==> src/rtl/game_screen_sequencer.sv <==
// Sequences full-screen generators onto the OLED pixel path with frame-aligned transitions; SCREEN_WIPE_EN selects wipe vs hard cut.
// oled_data latency 1 cycle; no backpressure (requests arriving mid-transition are dropped, game_over cuts immediately).
module game_screen_sequencer #(
  parameter int NUM_SCREENS   = 4,
  parameter int GAMEOVER_IDX  = 3,
  parameter int SPLASH_FRAMES = 120,
  parameter int WIPE_STEP     = 8,
  parameter int SCREEN_W      = 96
) (
  input  logic        clk,
  input  logic        rst,
  input  logic        frame_begin,
  input  logic        btn_next,
  input  logic        btn_back,
  input  logic        game_over,
  input  logic [6:0]  x,
  input  logic [15:0] screen_data_0,
  input  logic [15:0] screen_data_1,
  input  logic [15:0] screen_data_2,
  input  logic [15:0] screen_data_3,
  output logic [15:0] oled_data,
  output logic [1:0]  screen_sel,
  output logic        busy
);

  if (NUM_SCREENS < 2 || NUM_SCREENS > 4 || GAMEOVER_IDX < 0 || GAMEOVER_IDX >= NUM_SCREENS ||
      SPLASH_FRAMES < 1 || SPLASH_FRAMES > 255 || WIPE_STEP < 1 || WIPE_STEP > 96 ||
      SCREEN_W < 1 || SCREEN_W > 128) begin : g_bad_params
    $error("game_screen_sequencer: parameter out of range");
  end

  localparam logic [1:0] LAST_IDX    = 2'(NUM_SCREENS - 1);
  localparam logic [1:0] GO_IDX      = 2'(GAMEOVER_IDX);
  localparam logic [7:0] SPLASH_LAST = 8'(SPLASH_FRAMES - 1);

`ifdef SCREEN_WIPE_EN
  typedef enum logic [1:0] {SPLASH, SHOW, ARMED, WIPE} state_t;
  localparam logic [8:0] STEP9     = 9'(WIPE_STEP);
  localparam logic [8:0] SCREEN_W9 = 9'(SCREEN_W);
`else
  typedef enum logic [1:0] {SPLASH, SHOW, ARMED} state_t;
`endif

  state_t      state;
  logic [1:0]  cur;
  logic [1:0]  target;
  logic [7:0]  frame_cnt;
  logic [1:0]  pix_sel;
  logic [15:0] pix;
  logic        commit;

  function automatic logic [1:0] idx_up(input logic [1:0] i);
    return (i == LAST_IDX) ? 2'd0 : i + 2'd1;
  endfunction

  function automatic logic [1:0] idx_down(input logic [1:0] i);
    return (i == 2'd0) ? LAST_IDX : i - 2'd1;
  endfunction

`ifdef SCREEN_WIPE_EN
  logic [7:0] wipe_col;
  logic [8:0] wipe_nxt;

  // 9 bits: col < SCREEN_W plus a step <= 96 cannot wrap
  assign wipe_nxt = {1'b0, wipe_col} + STEP9;
  assign commit   = (state == WIPE) && frame_begin && (wipe_nxt >= SCREEN_W9);

  always_comb begin
    pix_sel = cur;
    if (state == WIPE && {1'b0, x} < wipe_col) pix_sel = target;
  end
`else
  logic x_unused;

  assign x_unused = ^x;
  assign commit   = (state == ARMED) && frame_begin;
  assign pix_sel  = cur;
`endif

  always_comb begin
    pix = 16'h0000;
    case (pix_sel)
      2'd0:    pix = screen_data_0;
      2'd1:    if (NUM_SCREENS > 1) pix = screen_data_1;
      2'd2:    if (NUM_SCREENS > 2) pix = screen_data_2;
      default: if (NUM_SCREENS > 3) pix = screen_data_3;
    endcase
  end

  assign screen_sel = cur;

  always_ff @(posedge clk or posedge rst) begin
    if (rst) begin
      state     <= SPLASH;
      cur       <= 2'd0;
      target    <= 2'd0;
      frame_cnt <= 8'd0;
      busy      <= 1'b0;
      oled_data <= 16'h0000;
`ifdef SCREEN_WIPE_EN
      wipe_col  <= 8'd0;
`endif
    end else begin
      oled_data <= pix;
      if (game_over) begin
        // deliberate mid-frame cut: game-over must show at once
        cur       <= GO_IDX;
        target    <= 2'd0;
        state     <= SHOW;
        busy      <= 1'b0;
        frame_cnt <= 8'd0;
`ifdef SCREEN_WIPE_EN
        wipe_col  <= 8'd0;
`endif
      end else begin
        case (state)
          SPLASH: begin
            if (btn_next || (frame_begin && frame_cnt == SPLASH_LAST)) begin
              target <= 2'd1;
              state  <= ARMED;
              busy   <= 1'b1;
            end else if (frame_begin) begin
              frame_cnt <= frame_cnt + 8'd1;
            end
          end
          SHOW: begin
            if (btn_next != btn_back) begin
              target <= btn_next ? idx_up(cur) : idx_down(cur);
              state  <= ARMED;
              busy   <= 1'b1;
            end
          end
`ifdef SCREEN_WIPE_EN
          ARMED: begin
            if (frame_begin) begin
              wipe_col <= 8'd0;
              state    <= WIPE;
            end
          end
          WIPE: begin
            if (frame_begin) wipe_col <= wipe_nxt[7:0];
          end
`endif
          default: ;
        endcase

        if (commit) begin
          cur  <= target;
          busy <= 1'b0;
`ifdef SCREEN_WIPE_EN
          wipe_col <= 8'd0;
`endif
          if (target == 2'd0) begin
            state     <= SPLASH;
            frame_cnt <= 8'd0;
          end else begin
            state <= SHOW;
          end
        end
      end
    end
  end

endmodule

==> config.mk <==
export PLATFORM = sky130hd
export DESIGN_NAME = game_screen_sequencer
export DESIGN_NICKNAME = d
export VERILOG_FILES = /design/src/rtl/game_screen_sequencer.sv
export SDC_FILE = /design/constraint.sdc
export NUM_CORES = 1
export LEC_CHECK = 0
export ABC_AREA = 1
export CAP_MARGIN = 20
export CORE_ASPECT_RATIO = 1.75
export CORE_UTILIZATION = 41
export DETAILED_ROUTE_END_ITERATION = 10
export PLACE_DENSITY_LB_ADDON = 0.15
export SYNTH_ARGS = -nofsm -noshare
export SYNTH_HDL_FRONTEND = slang
export SYNTH_SLANG_ARGS = --single-unit
==> constraint.sdc <==
create_clock -name clk -period 3.6 [get_ports clk]
set_clock_uncertainty 0.15 [all_clocks]
set_input_delay 0.72 -clock clk [delete_from_list [all_inputs] [get_ports clk]]
set_output_delay 0.72 -clock clk [all_outputs]
set_load 0.02 [all_outputs]
After elaboration in Yosys (flattened, before gate mapping)
Cells that the tools add are included.
{ "classes": {"addsub": 3, "n_eq_ne": 11, "n_mux": 27, "n_reduce_logical": 11} }
{ "op_table": {"columns": ["operator", "count"], "rows": [
  ["2-to-1 mux 8 bit", 6],
  ["one-hot mux 16 bit (3 select lines)", 1],
  ["2-to-1 mux 2 bit", 12],
  ["adder 8 x 1 -> 8 bit, second input constant", 1],
  ["== test 8 x 7 -> 1 bit, second input constant", 1],
  ["inequality test 4 bit, second input constant", 2],
  ["one-hot mux 2 bit (2 select lines)", 2],
  ["== test 2 bit, second input constant", 3],
  ["zero test 2 bit", 3],
  ["inequality test 3 bit, second input constant", 2],
  ["AND reduction 3 bit", 2],
  ["2-to-1 mux 1 bit", 5],
  ["== test 2 x 1 -> 1 bit, second input constant", 2],
  ["nonzero test 4 bit", 1],
  ["nonzero test 3 bit", 1],
  ["adder 2 x 1 -> 2 bit, second input constant", 1],
  ["logical AND 1 bit", 2],
  ["one-hot mux 1 bit (2 select lines)", 1],
  ["nonzero test 2 bit", 1],
  ["subtractor 2 x 1 -> 2 bit, second input constant", 1],
  ["logical OR 1 bit", 1],
  ["inequality test 1 bit", 1]
]} }
{ "totals": {"register_bits": 31, "out_inout_bits": 19, "wordCells": 58} }

Longest topological paths before layout
{ "depth": {"ltp_word": 8, "depth_mapped": 9, "depth_no_buf": 9} }

Least setup slack after synthesis
OpenSTA, ideal clock, no wires.
{ "synth_timing": {"kind": "reg2reg", "start": "register cur[0], in the netlist screen_sel[0]", "end": "register oled_data[0]", "setup_ns": 0.082, "arrival_time_ns": 1.371, "t_required_ns": 3.368, "slack_ns": 1.997, "stages_incl_launch_ff": 7, "n_path_buf": 2, "synth_period_minus_slack_ns": 1.603, "cell_sequence": "dfrtp_1 -> inv_1 -> ha_1 -> buf_2 -> clkbuf_1 -> nand2_1 -> a31oi_1"} }
{ "synth_via": {"elab_chain_cells": 2, "elab_cells_between_ends": 4, "cone_classes": "eq/ne (2); mux (1); reduce/logical (1)"} }
{ "synth_lines": {"columns": ["element", "line_no", "source"], "rows": [
  ["start, declared", "45", "logic [1:0] cur;"],
  ["start signal, assigned", "148", "cur <= target;"],
  ["== test 2 bit (tied with other cells)", "82", "case (pix_sel)"],
  ["one-hot mux 16 bit (3 select lines) (*)", "82", null],
  ["net pix[0]", "49", "logic [15:0] pix;"],
  ["end signal, assigned", "104", "oled_data <= pix;"],
  ["end, declared", "21", "output logic [15:0] oled_data,"]
]} }
The timed path passes the listed nets; every way through them passes the cells marked *.
A chain may end at the register's enable or synchronous reset.

Worst setup path in the final report
{ "layout_timing": {"start": "register busy", "end": "output port busy"} }
{ "layout_lines": {"columns": ["element", "line_no", "source"], "rows": [
  ["start, declared", "23", "output logic busy"],
  ["start signal, assigned", "98", "busy <= 1'b0;"],
  ["start signal, assigned", "110", "busy <= 1'b0;"],
  ["start signal, assigned", "121", "busy <= 1'b1;"]
]} }
No word-level cell between the ends.

==> summary.md <==
| Metric | Value |
|---|---|
| Worst R2R Path Depth | `6` |
| Leakage Power | `approximately 1.1 nW` |
| # fillers | `approximately 360` |
| R2r endpoint | `target[0]$_DFFE_PP0P_` |
| Synth Area in Compound Gates | `0.169` |
| Power Density | `379 nW/um^2` |
| R2R Path Start | `screen_sel[0]$_DFFE_PP0N_` |
| Die width | `about 51 um` |
| Total gr overflow | `0` |
| Post-synth EDFFs | `0` |
| CORE AREA | `~3900 sq um` |
| Crit-path leading delay family | `buffers and inverters` |
| Cts bufs inserted | `5` |
| Simple-gate share of the synthesized area | `0.280` |
| Fin util | `0.687` |
| PortBufs | `just under 90` |
| Vias/cell | `~5.1` |
| Initial DRC Count | `44` |
| Die area | `about 4400 sq um` |
| Final min period | `2.27 ns` |
| Period utilisation layout | `0.630` |
| Drt drc | `0` |
| XOR/XNOR share of the synthesized area | `0.00515` |
| GRT Util Overall | `0.246` |
| Largest net degree at the start of global routing | `31` |
| CTS hold repair buffers | `0` |
| WP buf/inv | `1` |
| RSZ-0062 raised after global routing | `no` |
| Hold worst-path end | `target[1]$_DFFE_PP0P_` |
| Crit path max fanout | `6` |
| Setup crit start kind | `flop` |
| CP endpoint kind | `output port` |
| Main synth FF type | `dfrtp_1` |
| Max Cap Viol | `0` |
| Worst rel slew slack | `0.570` |
| Critical Path RT | `roughly 2.7 ns` |
| Layout area overhead | `59.2%` |
| Clk_lat worst skew | `~0.29 ns` |
| Wire length of the first global-routing pass | `8.04 mm` |
| Fmax | `0.441 GHz` |
| Crit-path cells | `clkdlybuf4s50_1` |
| DR pass1 iterations | `4` |
| Antenna Cells | `0` |
| Worst Tran Pin Value | `0.645 ns` |
| Number of global-route vias before repair | `1864` |
| Fraction of layout cells with a size suffix above 1 | `0.0737` |
| Clock transition at the registers of the reported paths | `0.07 ns` |
| Vias | `1833` |
| DRT Wirelength | `about 4.7 mm` |
| Initial Util | `0.432` |
| Max Slew Vio Count | `0` |
| Worst hold stages | `2` |
| H-tree Lvls | `2` |
| HPWL after DPL | `between 3 and 4 mm` |
| Rows | `30` |
| Critical Path AT | `about 1.4 ns` |
| Die height | `87.2 um` |
| Synth Area per Inst | `7.63 sq um` |
| Syn nets | `305` |
| ANT nets after route | `0` |
| Crit-path slowest cell | `clkdlybuf4s50_1` |
| Synth warnings | `0` |
| Final Net Count | `393` |
| Hold crit path type | `flop to flop` |
| Synth unique cells | `26` |
| Synthesized cell area | `~1700 sq um` |
| Final hold vios | `0` |
| Slowest stage delay, CP | `about 0.64 ns` |
| Register area share after synthesis | `0.441` |
| Setup bufs post-CTS | `0` |
| Mapped Cells | `223` |
| CTS Root Buffer Type | `clkbuf_8` |
| Setup-failing EPs final | `0` |
| CTS tree | `done` |
| Initial antenna violation count | `0` |
| Synth Area in Adders | `0.0368` |
| Routability congestion estimate | `about 0.83` |
| Multiplexer share of the synthesized area | `0` |
| Setup TNS | `0 ns` |
| Min-delay src | `target[1]$_DFFE_PP0P_` |
| Post-DR wirelength/cell | `about 13 um` |
| Reg2Reg Setup Slack | `between 1.5 and 2 ns` |
| Clk sink count | `30` |
| Clock tree buffer depth | `2` |
| IO Count | `96` |
| Synth Register Bits | `30` |
| Largest family of logic cells by synthesized area | `simple AND/OR/NAND/NOR gates` |
| Post-CTS Resized | `0` |
| Asr flop ratio synth | `1.00` |
| Status | `finished clean` |
| VDD IR max | `between 0.3 and 0.4 mV` |
| Kind of critical path | `flop to output port` |
sequential cells by signal, indices dropped and copies added (netlist names):
| name | cells |
|---|---|
| screen_sel | 2 |
| state | 1 |
| frame_cnt | 8 |
| target | 2 |
| oled_data | 16 |
| busy | 1 |
cells in the final DEF, fill, tap and decap left out:
cell             Yosys  final
a21oi_1             24     24
a21oi_2              1      1
a31oi_1             16     16
buf_4                0      2
clkbuf_1             4      1
clkbuf_8             0      6
clkdlybuf4s50_1      0     88
clkinv_2             0      1
dfrtp_1             30     30
ha_1                 5      5
inv_1               16     16
inv_2                4      4
nand2_1             56     56
nand2_2              1      1
nand2_4              1      1
nand3_1              6      6
nand3_4              1      1
nand3b_1             1      1
nand4_1              3      3
nor2_1              29     29
nor2_2               4      4
nor3_1               5      5
nor3_4               1      1
o211ai_1             2      2
o21ai_0              3      3
o21ai_1              1      1
o21ai_2              1      1
o21bai_1             2      2
xor2_1               1      1
cells in the mapped netlist, types with 2 or more instances:
cell      count  area [sq um]
nand2_1      56           210
dfrtp_1      30           751
nor2_1       29           109
a21oi_1      24           120
a31oi_1      16           100
inv_1        16          60.1
nand3_1       6          30.0
buf_2         5          25.0
ha_1          5          62.6
nor3_1        5          25.0
clkbuf_1      4          15.0
inv_2         4          15.0
nor2_2        4          25.0
nand4_1       3          18.8
o21ai_0       3          15.0
o211ai_1      2          15.0
o21bai_1      2          15.0
metal layers:
| layer | wire length (um) | vias to the layer above | track usage |
|---|---|---|---|
| met5 | 0 | - | 0 |
| li1 | - | 911 | - |
| met1 | 1720 | 834 | 0.248 |
| met2 | 2450 | 79 | 0.439 |
| met4 | 112 | 0 | 0.106 |
| met3 | 412 | 9 | 0.0960 |
cells by family after synthesis:
| group | count (synthesis) |
|---|---|
| flops | 30 |
| simple gates | 108 |
| compound gates | 50 |
| buf+inv | 29 |
| xor+xnor | 1 |
| fa+ha+maj | 5 |
per-stage QoR:
stage	area (sq um)	total power, W	hold WS [ns]	instances	setup WS, ns
6_report	2710	0.00103	0.392	360	1.33
3_3_place_gp	2620	0.000748	0.375	352	1.35
3_5_place_dp	2620	0.000751	0.379	352	1.34
5_1_grt	2710	0.00109	0.419	360	1.26
4_1_cts	2710	0.00104	0.395	360	1.33
2_1_floorplan	1700	0.000574	0.334	223	2.00
cell type report:
type                       count  area [sq um]  share of cell area
multi-input combinational    164           836               0.309
clock inverter                 1          5.00             0.00185
clock buffer                   7          86.3              0.0319
inverter                      20          75.1              0.0277
tap                           48          60.1              0.0222
sequential                    30           751               0.277
timing repair buffer          90           896               0.331
worst max-delay path by stage:
stage,start,endpoint,slack [ns],cells past startpoint
6_report,busy$_DFFE_PP0P_,busy,1.33,1
2_1_floorplan,screen_sel[0]$_DFFE_PP0N_,oled_data[0]$_DFF_PP0_,2.00,6
5_1_grt,busy$_DFFE_PP0P_,busy,1.26,1
4_1_cts,busy$_DFFE_PP0P_,busy,1.33,1
3_3_place_gp,frame_begin,target[0]$_DFFE_PP0P_,1.35,9
3_5_place_dp,frame_begin,target[0]$_DFFE_PP0P_,1.34,9
report_power, final:
group	switching (W)	total (W)	internal, W
sequential	0.0000244	0.000401	0.000377
combinational	0.000171	0.000342	0.000171
clock	0.000131	0.000285	0.000154
total	0.000326	0.00103	0.000701
Note: power is estimated with default switching activity, not from simulation.
